`config.mk`:
```
export PLATFORM = sky130hd
export DESIGN_NAME = iiitb_freqmeas_flat
export DESIGN_NICKNAME = d
export VERILOG_FILES = /design/src/rtl/iiitb_freqmeas_pkg.sv /design/src/rtl/iiitb_freqmeas_if.sv /design/src/rtl/iiitb_sync_edge.sv /design/src/rtl/iiitb_freqmeas.sv /design/src/flat_wrapper.sv
export SDC_FILE = /design/constraint.sdc
export NUM_CORES = 1
export LEC_CHECK = 0
export ABC_AREA = 1
export CAP_MARGIN = 25
export CORE_MARGIN = 1.5
export CORE_UTILIZATION = 45
export CTS_CLUSTER_DIAMETER = 60
export DETAILED_ROUTE_END_ITERATION = 10
export GPL_TIMING_DRIVEN = 0
export PLACE_DENSITY = 0.76
export SLEW_MARGIN = 5
export SYNTH_ARGS = -nofsm -noshare
export SYNTH_HDL_FRONTEND = slang
export SYNTH_SLANG_ARGS = --single-unit
```
`constraint.sdc`:
```
create_clock -name wb_clk_i -period 2.3 [get_ports wb_clk_i]
set_input_delay 0.345 -clock wb_clk_i [delete_from_list [all_inputs] [get_ports wb_clk_i]]
set_output_delay 0.345 -clock wb_clk_i [all_outputs]
set_load 0.005 [all_outputs]
```
`src/rtl/iiitb_freqmeas_pkg.sv`:
```
// Shared types and constants for the iiitb_freqmeas frequency/duty meter.
package iiitb_freqmeas_pkg;

  typedef enum logic [1:0] {
    IDLE = 2'd0,
    ARM  = 2'd1,
    HIGH = 2'd2,
    LOW  = 2'd3
  } state_e;

  // Number of periods averaged per result when averaging is built in.
  localparam int unsigned AVG_N  = 4;
  localparam int unsigned AVG_SH = 2;

endpackage

```
`src/rtl/iiitb_freqmeas_if.sv`:
```
// Result port of iiitb_freqmeas: measured values, valid/ready handshake and status.
interface iiitb_freqmeas_if #(
  parameter int unsigned CNT_W = 16
);

  logic [CNT_W-1:0] period_o;
  logic [CNT_W-1:0] high_o;
  logic             valid_o;
  logic             ready_i;
  logic             timeout_o;
  logic             overrun_o;

  modport master (
    output period_o, high_o, valid_o, timeout_o, overrun_o,
    input  ready_i
  );

  modport slave (
    input  period_o, high_o, valid_o, timeout_o, overrun_o,
    output ready_i
  );

endinterface

```
`src/rtl/iiitb_sync_edge.sv`:
```
// 2-flop synchronizer plus edge-detect flop for an asynchronous pad input.
// lvl is the synchronized level; rise/fall are single-cycle pulses.
module iiitb_sync_edge (
  input  logic clk,
  input  logic rst,
  input  logic d_i,
  output logic lvl,
  output logic rise,
  output logic fall
);

  logic [2:0] sync_q;
  logic [2:0] sync_d;

  // Shift the raw input through the synchronizer and edge-detect stages.
  always_comb begin
    sync_d = {sync_q[1:0], d_i};
  end

  // Synchronizer and edge-detect registers.
  always_ff @(posedge clk) begin
    if (rst) begin
      sync_q <= '0;
    end else begin
      sync_q <= sync_d;
    end
  end

  assign lvl  = sync_q[1];
  assign rise = sync_q[1] & ~sync_q[2];
  assign fall = ~sync_q[1] & sync_q[2];

endmodule

```
`src/rtl/iiitb_freqmeas.sv`:
```
// Frequency/duty meter: measures period and high time of sig_in in wb_clk_i
// cycles and presents each result on a valid/ready port.
// Optional build macro: IIITB_FREQMEAS_AVG_EN reports the average of 4 periods.
module iiitb_freqmeas
  import iiitb_freqmeas_pkg::*;
#(
  parameter int unsigned CNT_W = 16
) (
  input  logic                    wb_clk_i,
  input  logic                    wb_rst_i,
  input  logic                    en,
  input  logic                    sig_in,
  iiitb_freqmeas_if.master        res
);

  localparam logic [CNT_W-1:0] CNT_MAX = '1;
  localparam logic [CNT_W-1:0] CNT_ONE = CNT_W'(1);

  logic sig_rise;
  logic sig_fall;
  logic sig_lvl_unused;

  iiitb_sync_edge u_sync (
    .clk  (wb_clk_i),
    .rst  (wb_rst_i),
    .d_i  (sig_in),
    .lvl  (sig_lvl_unused),
    .rise (sig_rise),
    .fall (sig_fall)
  );

  state_e           state_q,      state_d;
  logic [CNT_W-1:0] period_cnt_q, period_cnt_d;
  logic [CNT_W-1:0] high_cnt_q,   high_cnt_d;
  logic [CNT_W-1:0] period_q,     period_d;
  logic [CNT_W-1:0] high_q,       high_d;
  logic             valid_q,      valid_d;
  logic             timeout_q,    timeout_d;
  logic             overrun_q,    overrun_d;

  logic [CNT_W-1:0] pc_inc;
  logic             done;
  logic             res_ok;
  logic [CNT_W-1:0] res_p;
  logic [CNT_W-1:0] res_h;

`ifdef IIITB_FREQMEAS_AVG_EN
  logic [CNT_W+AVG_SH-1:0] acc_p_q, acc_p_d;
  logic [CNT_W+AVG_SH-1:0] acc_h_q, acc_h_d;
  logic [AVG_SH-1:0]       acc_n_q, acc_n_d;
  logic [CNT_W+AVG_SH-1:0] sum_p;
  logic [CNT_W+AVG_SH-1:0] sum_h;
`endif

  assign pc_inc = period_cnt_q + CNT_ONE;

  // Measurement FSM, optional averaging and result/handshake next-state logic.
  always_comb begin
    state_d      = state_q;
    period_cnt_d = period_cnt_q;
    high_cnt_d   = high_cnt_q;
    period_d     = period_q;
    high_d       = high_q;
    valid_d      = valid_q;
    timeout_d    = 1'b0;
    overrun_d    = overrun_q;
    done         = 1'b0;
    res_ok       = 1'b0;
    res_p        = period_cnt_q;
    res_h        = high_cnt_q;

    if (valid_q && res.ready_i) begin
      valid_d = 1'b0;
    end

    unique case (state_q)
      IDLE: begin
        period_cnt_d = '0;
        high_cnt_d   = '0;
        if (en) begin
          state_d = ARM;
        end
      end
      // ARM also counts so a signal stuck at either level keeps timing out.
      ARM: begin
        if (sig_rise) begin
          state_d      = HIGH;
          period_cnt_d = CNT_ONE;
          high_cnt_d   = CNT_ONE;
        end else if (pc_inc == CNT_MAX) begin
          timeout_d    = 1'b1;
          period_cnt_d = '0;
          high_cnt_d   = '0;
        end else begin
          period_cnt_d = pc_inc;
        end
      end
      HIGH: begin
        if (pc_inc == CNT_MAX) begin
          timeout_d    = 1'b1;
          state_d      = ARM;
          period_cnt_d = '0;
          high_cnt_d   = '0;
        end else begin
          period_cnt_d = pc_inc;
          if (sig_fall) begin
            state_d = LOW;
          end else begin
            high_cnt_d = high_cnt_q + CNT_ONE;
          end
        end
      end
      LOW: begin
        if (sig_rise) begin
          done         = 1'b1;
          state_d      = HIGH;
          period_cnt_d = CNT_ONE;
          high_cnt_d   = CNT_ONE;
        end else if (pc_inc == CNT_MAX) begin
          timeout_d    = 1'b1;
          state_d      = ARM;
          period_cnt_d = '0;
          high_cnt_d   = '0;
        end else begin
          period_cnt_d = pc_inc;
        end
      end
      default: begin
        state_d = IDLE;
      end
    endcase

    // Disable overrides everything except a result already pending.
    if (!en) begin
      state_d      = IDLE;
      period_cnt_d = '0;
      high_cnt_d   = '0;
      timeout_d    = 1'b0;
      overrun_d    = 1'b0;
      done         = 1'b0;
    end

`ifdef IIITB_FREQMEAS_AVG_EN
    acc_p_d = acc_p_q;
    acc_h_d = acc_h_q;
    acc_n_d = acc_n_q;
    sum_p   = acc_p_q + {{AVG_SH{1'b0}}, period_cnt_q};
    sum_h   = acc_h_q + {{AVG_SH{1'b0}}, high_cnt_q};
    res_p   = sum_p[AVG_SH +: CNT_W];
    res_h   = sum_h[AVG_SH +: CNT_W];
    if (done) begin
      if (acc_n_q == AVG_SH'(AVG_N - 1)) begin
        res_ok  = 1'b1;
        acc_p_d = '0;
        acc_h_d = '0;
        acc_n_d = '0;
      end else begin
        acc_p_d = sum_p;
        acc_h_d = sum_h;
        acc_n_d = acc_n_q + 1'b1;
      end
    end
    if (!en || timeout_d) begin
      acc_p_d = '0;
      acc_h_d = '0;
      acc_n_d = '0;
    end
`else
    res_ok = done;
`endif

    // A completion is dropped only when the previous result is still unaccepted.
    if (res_ok) begin
      if (!valid_q || res.ready_i) begin
        period_d = res_p;
        high_d   = res_h;
        valid_d  = 1'b1;
      end else begin
        overrun_d = 1'b1;
      end
    end
  end

  // State, counter and output registers.
  always_ff @(posedge wb_clk_i) begin
    if (wb_rst_i) begin
      state_q      <= IDLE;
      period_cnt_q <= '0;
      high_cnt_q   <= '0;
      period_q     <= '0;
      high_q       <= '0;
      valid_q      <= 1'b0;
      timeout_q    <= 1'b0;
      overrun_q    <= 1'b0;
    end else begin
      state_q      <= state_d;
      period_cnt_q <= period_cnt_d;
      high_cnt_q   <= high_cnt_d;
      period_q     <= period_d;
      high_q       <= high_d;
      valid_q      <= valid_d;
      timeout_q    <= timeout_d;
      overrun_q    <= overrun_d;
    end
  end

`ifdef IIITB_FREQMEAS_AVG_EN
  // Averaging accumulators.
  always_ff @(posedge wb_clk_i) begin
    if (wb_rst_i) begin
      acc_p_q <= '0;
      acc_h_q <= '0;
      acc_n_q <= '0;
    end else begin
      acc_p_q <= acc_p_d;
      acc_h_q <= acc_h_d;
      acc_n_q <= acc_n_d;
    end
  end
`endif

  assign res.period_o  = period_q;
  assign res.high_o    = high_q;
  assign res.valid_o   = valid_q;
  assign res.timeout_o = timeout_q;
  assign res.overrun_o = overrun_q;

endmodule

```
`src/flat_wrapper.sv`:
```
// flat-port wrapper written by rule: the top's interface ports become plain ports
module iiitb_freqmeas_flat import iiitb_freqmeas_pkg::*;
#(
  parameter int unsigned CNT_W = 16
)
  (wb_clk_i, wb_rst_i, en, sig_in, res_period_o, res_high_o, res_valid_o, res_timeout_o, res_overrun_o, res_ready_i);
  iiitb_freqmeas_if #(.CNT_W(CNT_W)) res_i ();
  input  logic wb_clk_i;
  input  logic wb_rst_i;
  input  logic en;
  input  logic sig_in;
  output wire logic [$bits(res_i.period_o)-1:0] res_period_o;
  output wire logic [$bits(res_i.high_o)-1:0] res_high_o;
  output wire logic [$bits(res_i.valid_o)-1:0] res_valid_o;
  output wire logic [$bits(res_i.timeout_o)-1:0] res_timeout_o;
  output wire logic [$bits(res_i.overrun_o)-1:0] res_overrun_o;
  input wire logic [$bits(res_i.ready_i)-1:0] res_ready_i;
  assign res_period_o = res_i.period_o;
  assign res_high_o = res_i.high_o;
  assign res_valid_o = res_i.valid_o;
  assign res_timeout_o = res_i.timeout_o;
  assign res_overrun_o = res_i.overrun_o;
  assign res_i.ready_i = res_ready_i;
  iiitb_freqmeas #(.CNT_W(CNT_W)) u_core (.wb_clk_i(wb_clk_i), .wb_rst_i(wb_rst_i), .en(en), .sig_in(sig_in), .res(res_i));
endmodule
```
-- After elaboration in Yosys (flattened, before gate mapping)
Index checks and enable logic that the tools add are counted.
W data, S select, Z words.
- multiplexer cells: 26
- eq/ne operators: 9
- bitwise gates (word level): 5
- reduce and logical (&&, ||, !) cells: 9
- $add $sub $neg: 2
- operator list (cell ; number):
    $mux W16 ; 6
    $pmux W16 S3 ; 2
    $add A16 B1 Y16 const B ; 2
    $eq A16 B16 Y1 const B ; 1
    $mux W1 ; 11
    $mux W2 ; 5
    $ne A3 B1 Y1 const B ; 3
    $pmux W2 S4 ; 1
    $eq A2 B2 Y1 const B ; 2
    $reduce_and A2 Y1 ; 2
    $reduce_or A2 Y1 ; 2
    $ne A3 B3 Y1 const B ; 1
    $not A1 Y1 ; 3
    $reduce_and A3 Y1 ; 1
    $and A1 B1 Y1 ; 2
    $eq A2 B1 Y1 const B ; 1
    $logic_not A2 Y1 ; 1
    $ne A2 B1 Y1 const B ; 1
    $pmux W1 S2 ; 1
    $logic_and A1 B1 Y1 ; 1
    $logic_not A1 Y1 ; 1
    $logic_or A1 B1 Y1 ; 1
- flip-flop bits (word level): 72
- output and inout bits: 35

-- Logic depth before layout (Yosys ltp)
Gate-level depths: netlist (run 1).
- depth in word-level cells: 6
- gate-level depth with buffers: 17
- depth with buffers taken out: 16

-- By module
A second synthesis (run 1) with hierarchy kept.
- cell total of the unflattened synthesis: 450
- area total of the unflattened synthesis: 3221.8 um^2
- by module, submodules not included (module ; cells each ; sequential area each (um^2) ; area an instance (um^2) ; instances):
    iiitb_freqmeas ; 438 ; 1381.3 ; 3128.0 ; 1
    iiitb_sync_edge ; 12 ; 60.1 ; 93.8 ; 1

-- Least setup slack after synthesis (run 1)
No wires, ideal clock.
- path kind: reg2reg
- from: register u_core.period_cnt_q[1]
- to: register u_core.period_cnt_q[2]
- period minus slack after synthesis: 2.023 ns
- setup time: 0.119 ns
- slack: 0.277 ns
- data required time: 2.181 ns
- stages on the path, launching flop included: 17
- buffers on the path: 2
- arrival time: 1.904 ns
- cell sequence: dfxtp_1 ha_1 nand2_1 nor2_2 buf_4 nand2_1 nand2_1 inv_2 nor2_1 nand3_1 nor2_1 nand2_1 nand2_4 nand2_1 nand2_2 buf_4 nor2_1
- cells in the longest elaborated chain, start to end: 5
- RTL lines (element ; RTL line ; source):
    from (decl) ; iiitb_freqmeas.sv:33 ; logic [CNT_W-1:0] period_cnt_q, period_cnt_d;
    from (signal assigned) ; iiitb_freqmeas.sv:197 ; period_cnt_q <= period_cnt_d;
    $add A16 B1 Y16 * ; iiitb_freqmeas.sv:55 ; assign pc_inc = period_cnt_q + CNT_ONE;
    $eq A16 B16 Y1 ; iiitb_freqmeas.sv:90, iiitb_freqmeas.sv:99, iiitb_freqmeas.sv:119 ;
    $mux W16 * ; iiitb_freqmeas.sv:90, iiitb_freqmeas.sv:99, iiitb_freqmeas.sv:119 ;
    $mux W16 ; iiitb_freqmeas.sv:114 ; if (sig_rise) begin
    $pmux W16 S3 * ; iiitb_freqmeas.sv:76 ; unique case (state_q)
Mark *: on every way between the ends. The rest lies on a longest branch, timed or not.
A chain may end at the register's enable or synchronous reset.

-- Final worst setup path (run 1)
- from: register u_core.period_cnt_q[1]
- to: register u_core.high_cnt_q[11]
- cells in the longest elaborated chain, start to end: 4
- RTL lines (element ; RTL line ; source):
    $add A16 B1 Y16 * ; iiitb_freqmeas.sv:55 ;
    $eq A16 B16 Y1 * ; iiitb_freqmeas.sv:90, iiitb_freqmeas.sv:99, iiitb_freqmeas.sv:119 ;
    $mux W16 (tied with other cells) ; iiitb_freqmeas.sv:99 ; if (pc_inc == CNT_MAX) begin
    $pmux W16 S3 or $reduce_and A2 Y1 (tied branches) ; - ;
    to (signal assigned) ; iiitb_freqmeas.sv:198 ; high_cnt_q <= high_cnt_d;
    to (decl) ; iiitb_freqmeas.sv:34 ; logic [CNT_W-1:0] high_cnt_q, high_cnt_d;
Marked as above.

==> results of run 1 <==
-- metrics by stage --
| stage | setup TNS, ns | setup WS [ns] | power, mW | hold WS (ns) |
|---|---|---|---|---|
| after floorplan | 0 | 0.277 | 1.35 | 0.388 |
| after global placement | -1.98 | -0.135 | 1.37 | 0.394 |
| after detailed placement | -2.57 | -0.162 | 1.38 | 0.393 |
| after CTS | 0 | 0.0200 | 2.48 | 0.404 |
| after global routing | -0.0518 | -0.0207 | 2.56 | 0.417 |
| final | 0 | 0.152 | 2.47 | 0.405 |
-- cell usage after synthesis (5+ instances only) --
library cell / count / share of area, %
clkbuf_1: 16 / 1.7
inv_1: 56 / 5.9
nand3_1: 29 / 4.1
nor2_2: 7 / 1.2
a21oi_1: 42 / 5.9
nand2_1: 128 / 13
dfxtp_1: 72 / 40
nand2_2: 5 / 0.87
nand4_1: 38 / 6.6
nor3_1: 9 / 1.3
nor2_1: 82 / 8.6
o21ai_1: 8 / 1.1
o21ai_0: 5 / 0.70
-- logic make-up after synthesis --
kind of cell    count (synthesis)  share of synthesized area (%)
simple gates                  310                           39.9
buf+inv                        82                           9.19
flops                          72                           40.2
compound gates                 58                           8.45
xor+xnor                        5                           1.22
fa+ha+maj                       3                           1.05
-- per-layer routing --
| layer | share of wire (%) | vias to the layer above | GRT usage (%) |
|---|---|---|---|
| li1 | - | 1825 | - |
| met1 | 43 | 1639 | 25.2 |
| met2 | 51 | 55 | 37.0 |
| met3 | 3.4 | 22 | 4.31 |
| met4 | 2.9 | 0 | 10.0 |
| met5 | 0 | - | 0 |
-- state kept, by name, summed over array words and instances (netlist names) --
name                  cells
u_core.res.timeout_o      1
u_core.res.overrun_o      1
u_core.u_sync.sync_q      3
u_core.state_q            2
u_core.high_cnt_q        16
u_core.res.valid_o        1
u_core.res.period_o      16
u_core.res.high_o        16
u_core.period_cnt_q      16
-- cells in the final DEF (no fill, tap or decap), drive strengths merged, types with 2 or more instances in the layout --
cell,Yosys,layout
nand2,136,136
nor2,92,92
dfxtp,72,72
inv,58,59
a21oi,42,42
nand4,38,38
clkdlybuf4s50,0,37
nand3,32,32
clkbuf,16,25
o21ai,14,14
buf,7,12
nor3,10,10
clkinv,1,4
xnor2,3,3
ha,3,3
xor2,2,2
bufinv,0,2
-- area by class of cell --
class / count / area (um2)
buffer: 22 / 111
clock buffer: 9 / 124
clock inverter: 7 / 95.1
fill: 714 / 3290
inverter: 59 / 224
multi-input combinational: 376 / 1890
sequential: 72 / 1450
tap: 102 / 128
timing repair buffer: 43 / 417
-- power by group through the flow --
stage / clock network [mW] / registers [mW] / logic [mW]
finish: 1.11 / 1.26 / 0.0940
global route: 1.19 / 1.26 / 0.105
CTS: 1.13 / 1.26 / 0.0880
detailed placement: 0 / 1.29 / 0.0846
global placement: 0 / 1.29 / 0.0826
floorplan: 0 / 1.29 / 0.0626
-- worst max path at each step --
stage | slack, ns | to | cells past startpoint | start
6_report | 0.15 | u_core.high_cnt_q[11] | 16 | u_core.period_cnt_q[1]
5_1_grt | -0.02 | u_core.high_cnt_q[13] | 16 | u_core.period_cnt_q[2]
3_5_place_dp | -0.16 | u_core.period_cnt_q[2] | 16 | u_core.period_cnt_q[1]
4_1_cts | 0.02 | u_core.high_cnt_q[7] | 14 | u_core.period_cnt_q[1]
3_3_place_gp | -0.13 | u_core.period_cnt_q[2] | 16 | u_core.period_cnt_q[1]
2_1_floorplan | 0.28 | u_core.period_cnt_q[2] | 16 | u_core.period_cnt_q[1]
-- worst register-to-register path: cells and delay by family, from the launching register on --
| family | cells | cell delay, ns |
|---|---|---|
| AOI/OAI and AO/OA | 1 | 0.12 |
| adders and majority gates | 1 | 0.15 |
| buffers and inverters | 2 | 0.29 |
| DFF | 1 | 0.38 |
| and+or+nand+nor | 12 | 1.13 |
-- what timing repair did --
action                     CTS  global route
pin swaps                    4             5
resized for setup            8            21
setup buffers                2             3
gates cloned                 0             1
setup endpoints to repair   25            56
==> results.cfg, run 1 <==
[cells_and_area]
post-route-util_pct = 57.5
layout.cells.non_filler = 690
drive_gt1_share_pct = 11.4
nNetsFinal = 591
syn2layout_area_growth_pct = 24.0
diodes = 0
design_area_um2 = 4440

[global_routing]
grt_pass1_vias = 3304
grt_max_degree = 14
track_usage_pct = 21.4
grt_pass1_wl_um = 14600
overflow = 0
antenna_found_initial = 0

[placed_design]
gp_congestion = 0.883
io_buffers = 37
placed_cells = 669
hpwl_um = 6270
placed_area_um2 = 4080

[power]
ir_worst_vdd_v = 0.000348
sw_frac_of_total_pct = 23.4
power.density_nw_per_um2 = 556
p_switching_mw = 0.577
p_seq_share_pct = 51.1
p_clk_share_pct = 45.1
p_int_mw = 1.89
p_leak_nw = 1.58
pwr-share-comb_pct = 3.8

[detailed_routing]
routedWlPerCell_um = 12.6
viasPerCell = 5.13
drt_iter0_drc = 134
drc_errors = 0
wl_um = 8680
firstDrtPassIters = 4
ant_nets = 0
vias = 3541

[min_path]
holdPathEnd = u_core.u_sync.sync_q[1]
hp-class = reg -> reg
min_from = u_core.u_sync.sync_q[0]
hold-path-cell-count = 2

[sta]
rsz0062_at_grt = true
setup_viol = 0
finalCritPeriodShare_pct = 93.4
worstMarginPinSlew_ns = 0.592
fmax_mhz = 466
drv_slew = 0
hold_violations = 0
relSlewSlack_pct = 60.6
finClkSkew_ns = 0.00881
period_needed_ns = 2.15

[synth]
ys_seq_area_share_pct = 40.2
ys_types = 32
ys_warn_count = 0
synth_ff_type = dfxtp_1
syn_inst = 530
ys_ff_latch = 72
syn_nets = 538
synth-async-reset-ratio_pct = 0
synth.avg_cell_area_um2 = 6.76
synth-edff-count = 0
syn_area_um2 = 3580

[die]
die_height_um = 92.2
initial_core_util_pct = 46.4
core_area_um2 = 7730
core.rowCount = 32
die_x_um = 92.2
die_area_um2 = 8500
ios = 40

[clock_network]
clk_latency_ns = 0.36
clkTransAtPathRegs_ns = 0.08
cts_buffers = 9
cts.path.max_buffers = 2
root_buffer = clkbuf_8
tritoncts = yes
cts_hold_repair.buffers = 0
cts_sinks = 72
htreeDepth = 3

[setup_path]
r2r-end = u_core.high_cnt_q[11]
crit_slowest_cell = dfxtp_4
setup.worst_path.class = reg -> reg
cp-end-kind = flop
start_kind = flop
critPathRequiredTime_ns = 2.56
worstPathCellList = ha_4, nand2_2, nor2_4, buf_6, nand2_1, nand2_1, nand2_1, nor2_1, nand3_1, nor2_1, nand2_2, nand2_4, nand2_8, buf_8, o21ai_1, nor2_1
cp_top_family = simple AND/OR/NAND/NOR gates
r2r_slack_ns = 0.15
r2r_cells = 16
critPathMaxFanout = 10
cp.arrival_ns = 2.41
r2r_start = u_core.period_cnt_q[1]
worst_path_largest_cell_delay_ns = 0.38
path_buf_inv = 2

[status]
status = completed

[flow_run]
cap_violations = 0
No activity file was read; power rests on OpenSTA's default activity.
==> inputs of run 2 (changes only) <==
CORE_MARGIN = default   (was 1.5)
==> results.cfg, run 2 (synthesis gave the netlist of run 1 again) <==
[setup_path]
crit_slowest_cell = dfxtp_4
cp.arrival_ns = 2.41
setup.worst_path.class = reg -> reg
worst_path_largest_cell_delay_ns = 0.38
start_kind = flop
r2r_start = u_core.period_cnt_q[1]
crit_top_cell = nand2_2
cp-end-kind = flop
critPathRequiredTime_ns = 2.54
worstPathCellList = ha_4, nand2_2, nor2_4, buf_6, buf_4, nand4_1, nand2_2, nand2_2, nor2_4, nand3_4, nand3_4, nand2_4, buf_6, o21ai_1, nor2_1
startpoint = u_core.period_cnt_q[1]
critPathMaxFanout = 10

[power]
p_seq_share_pct = 55.3
p_switching_mw = 0.552
p_clk_share_pct = 40.6
power_mw = 2.28
sw_frac_of_total_pct = 24.2
p_leak_nw = 1.58
power.density_nw_per_um2 = 515
p_int_mw = 1.73
pwr-share-comb_pct = 4.1
ir_worst_vdd_v = 0.000278

[detailed_routing]
firstDrtPassIters = 4
ant_nets = 0
routedWlPerCell_um = 12.4
vias = 3555
viasPerCell = 5.12
drc_errors = 0
wl_um = 8640
drt_iter0_drc = 89

[cells_and_area]
fillers = 712
diodes = 0
nNetsFinal = 596
layout_common_cells = nand2_1, nor2_1, dfxtp_1
syn2layout_area_growth_pct = 23.5
final_common_cell = nand2_1
drive_gt1_share_pct = 11.8

[global_routing]
grt_max_degree = 13
antenna_found_initial = 0
grt_pass1_wl_um = 14400
overflow = 0
grt_pass1_vias = 3335
track_usage_pct = 21.2

[sta]
fmax_mhz = 463
relSlewSlack_pct = 63.5
drv_slew = 0
hold_violations = 0
fin_tns_setup_ns = 0
layout_setup_ws_ns = 0.140
finClkSkew_ns = 0.00852
worstMarginPinSlew_ns = 0.547
rsz0062_at_grt = true
period_needed_ns = 2.16
finalCritPeriodShare_pct = 93.9
setup_viol = 0

[die]
die_x_um = 91.2
ios = 40
die_height_um = 91.2
core.rowCount = 32
core_area_um2 = 7730
initial_core_util_pct = 46.4
die_area_um2 = 8320

[clock_network]
htreeDepth = 3
cts.path.max_buffers = 2
cts_sinks = 72
root_buffer = clkbuf_8
tritoncts = yes
cts_hold_repair.buffers = 0
clk_latency_ns = 0.34
cts_buffers = 9
clkTransAtPathRegs_ns = 0.08

[placed_design]
gp_congestion = 0.891
hpwl_um = 6240
dpl_worst_slack_ns = -0.171
io_buffers = 37

[min_path]
hp-class = reg -> reg
min_from = u_core.u_sync.sync_q[0]

[flow_run]
cap_violations = 0

[status]
status = completed
## run 2: path summary, 6_finish.rpt
kind,endpoint,slack [ns],cells past startpoint
min reg2reg,u_core.u_sync.sync_q[1],0.42,2
min,u_core.u_sync.sync_q[1],0.42,2
max reg2reg,u_core.high_cnt_q[7],0.14,15
max,u_core.high_cnt_q[7],0.14,15
## run 2: layout make-up
cell class / instances / area [um2] / area share, %
tap: 102 / 128 / 2.88
buffer: 23 / 123 / 2.77
clock inverter: 5 / 31.3 / 0.707
sequential: 72 / 1450 / 32.8
multi-input combinational: 376 / 1870 / 42.3
clock buffer: 11 / 151 / 3.42
timing repair buffer: 47 / 447 / 10.1
inverter: 59 / 221 / 5.01
## run 2: timing repair
action,in CTS,in global routing
endpoints found under the setup margin,24,62
buffers inserted,4,5
gates resized for setup,8,17
pin swaps,3,7
gates cloned,0,1
## run 2: layer usage
layer  up-vias  share of wire, %  GRT usage [%]
met5         -                 0              0
met4         0               4.0           11.5
met3        28               3.6           4.52
met2        73                50           36.9
met1      1629                43           24.0
li1       1825                 -              -
## run 2: metrics by stage
stage	util (%)	instance area [um2]	std cells	hold WS [ns]
finish	57.3	4420	695	0.425
global route	57.3	4420	695	0.457
CTS	55.9	4320	689	0.419
detailed placement	52.8	4080	669	0.414
global placement	52.8	4080	669	0.396
floorplan	-	3580	530	0.388
## run 2: worst max-delay path: cells and delay by family (launching register included)
| family | cells | cell delay, ns |
|---|---|---|
| flops | 1 | 0.38 |
| buf+inv | 3 | 0.39 |
| compound gates | 1 | 0.13 |
| fa+ha+maj | 1 | 0.16 |
| simple gates | 10 | 0.99 |
## run 2: power by group through the flow
stage               Combinational [mW]  Sequential, mW  Clock (mW)
floorplan                       0.0626            1.29           0
global placement                0.0829            1.29           0
detailed placement              0.0844            1.29           0
CTS                             0.0889            1.26       0.944
global route                     0.104            1.26        1.00
finish                          0.0931            1.26       0.926
==> inputs of run 3 (changes only) <==
ABC_AREA = default   (was 1)
CTS_CLUSTER_DIAMETER = 30   (was 60)
PLACE_DENSITY = 0.77   (was 0.76)
SKIP_CTS_REPAIR_TIMING = 1   (was default)
==> results.cfg, run 3 <==
[status]
status = finished, violations left
violations = negative setup slack

[synth]
syn_nets = 399
ys_types = 44
syn_inst = 391
synth-edff-count = 0
synth_area_leader_cell = dfxtp_1
synth_commonest_cells = nand2_1, dfxtp_1, a21oi_1
ys_ff_latch = 72
synth_ff_type = dfxtp_1
ys_warn_count = 0
synth-async-reset-ratio_pct = 0
synth_most_common_cell = nand2_1
ys_seq_area_share_pct = 45.7
syn_area_um2 = 3150
synth.avg_cell_area_um2 = 8.06
synth.top_cell.area_share_pct = 45.7
yosys-top-cells-area = dfxtp_1, nand2_1, a21oi_1, nor3_1, nand3_1

[power]
sw_frac_of_total_pct = 20.7
p_leak_nw = 1.25
p_int_mw = 1.87
power.density_nw_per_um2 = 587
p_clk_share_pct = 44.5
p_switching_mw = 0.487
p_seq_share_pct = 53.2
power_mw = 2.35
ir_worst_vdd_v = 0.000281
pwr-share-comb_pct = 2.3

[sta]
period_needed_ns = 2.35
setup_viol = 28
worstMarginPinSlew_ns = 0.571
hold_violations = 0
drv_slew = 0
rsz0062_at_grt = true
finClkSkew_ns = 0.00551
fmax_mhz = 426
relSlewSlack_pct = 61.6
layout_setup_ws_ns = -0.0486
fin_tns_setup_ns = -1.05
finalCritPeriodShare_pct = 102

[global_routing]
track_usage_pct = 21.3
grt_max_degree = 12
overflow = 0
grt_pass1_vias = 2711
antenna_found_initial = 0
grt_pass1_wl_um = 12300

[setup_path]
cp.arrival_ns = 2.56
setup.worst_path.class = reg -> reg
cp-end-kind = flop
critPathMaxFanout = 8
start_kind = flop
worstPathCellList = ha_4, xnor2_4, or4_4, or4_4, nor2_4, buf_6, nor3_1
crit_slowest_cell = or4_4
worst_path_largest_cell_delay_ns = 0.54
critPathRequiredTime_ns = 2.51
crit_top_cell = or4_4

[placed_design]
hpwl_um = 5230
io_buffers = 38
gp_congestion = 0.874

[cells_and_area]
fillers = 599
diodes = 0
layout_common_cells = nand2_1, dfxtp_1, a21oi_1
nNetsFinal = 451
syn2layout_area_growth_pct = 27.2
drive_gt1_share_pct = 13.6
final_common_cell = nand2_1

[flow_run]
cap_violations = 0

[clock_network]
cts_sinks = 72
clk_latency_ns = 0.34
clkTransAtPathRegs_ns = 0.07
cts.path.max_buffers = 2
htreeDepth = 3
cts_buffers = 9
root_buffer = clkbuf_8
tritoncts = yes

[detailed_routing]
routedWlPerCell_um = 14.2
wl_um = 7710
viasPerCell = 5.54
firstDrtPassIters = 7
dr_wl_met3_um = 502
top_layer = met4
drt_iter0_drc = 280
ant_nets = 0
drc_errors = 0
met1_length_um = 3570
vias = 3008
met2_wirelength_um = 3470

[die]
core_area_um2 = 6790
die_height_um = 85.7
ios = 40
die_area_um2 = 7350
die_x_um = 85.7
core.rowCount = 30
initial_core_util_pct = 46.4

[min_path]
hp-class = in -> reg
[run 3: cell count changes after synthesis, moves of 6 or more]
cell     delta
nor2b_1     +7
nand3_1    -12
nand2_1    -44
nand4_1    -26
nor2_2      -6
inv_1      -52
o21ai_0     +6
nor3_1     +22
o21ai_1     -8
nor2_1     -65
[run 3: cell families after synthesis]
group,count (synthesis),share of synthesized area (%)
compound gates,77,14.3
mux,1,0.317
flops,72,45.7
xor+xnor,13,3.61
buf+inv,32,5.59
simple gates,193,29.3
fa+ha+maj,3,1.19
[run 3: power by group through the flow]
stage | Sequential (mW) | Clock, mW | Combinational (mW)
global placement | 1.28 | 0 | 0.0509
CTS | 1.25 | 1.07 | 0.0522
detailed placement | 1.28 | 0 | 0.0522
global route | 1.25 | 1.13 | 0.0592
finish | 1.25 | 1.05 | 0.0539
floorplan | 1.28 | 0 | 0.0340
[run 3: final timing paths]
kind                               start                 endpoint  slack, ns  cells after the start
hold reg to reg     u_core.res.high_o[1]     u_core.res.high_o[1]       0.45                      2
setup reg to reg  u_core.period_cnt_q[1]   u_core.period_cnt_q[4]      -0.05                      7
setup / recovery  u_core.period_cnt_q[1]   u_core.period_cnt_q[4]      -0.05                      7
hold / removal                  wb_rst_i  u_core.u_sync.sync_q[1]       0.41                      2
[run 3: stage by stage]
step | util, % | area [um2] | std cells | hold WS (ns) | setup slack, ns
finish | 59.0 | 4010 | 543 | 0.406 | -0.0486
global placement | 53.8 | 3650 | 525 | 0.430 | -0.120
CTS | 56.7 | 3850 | 540 | 0.396 | -0.159
floorplan | - | 3150 | 391 | 0.414 | 0.0690
detailed placement | 53.8 | 3650 | 525 | 0.438 | -0.132
global route | 59.0 | 4010 | 543 | 0.412 | -0.108
[run 3: worst max-delay path, delay by kind of cell (launching register included)]
kind	cells	cell delay [ns]
adders and majority gates	1	0.19
buffers and inverters	1	0.17
DFF	1	0.38
xor gates and xnor gates	1	0.13
and+or+nand+nor	4	1.33
[run 3: routing by layer]
metal  vias to the layer above  global-route usage, %
met5                         -                      0
met4                         0                   10.3
met3                        17                   4.62
met2                       114                   31.9
met1                      1401                   29.1
li1                       1476                      -
[run 3: layout make-up]
class / instances / area [um2] / share of cell area, %
clock inverters: 4 / 70.1 / 1.75
well taps: 96 / 120 / 3.00
multi-input cells: 287 / 1640 / 40.9
repair buffers: 43 / 425 / 10.6
flip-flops and latches: 72 / 1460 / 36.3
clock buffers: 11 / 131 / 3.28
inverters: 4 / 15.0 / 0.374
plain buffers: 26 / 150 / 3.74
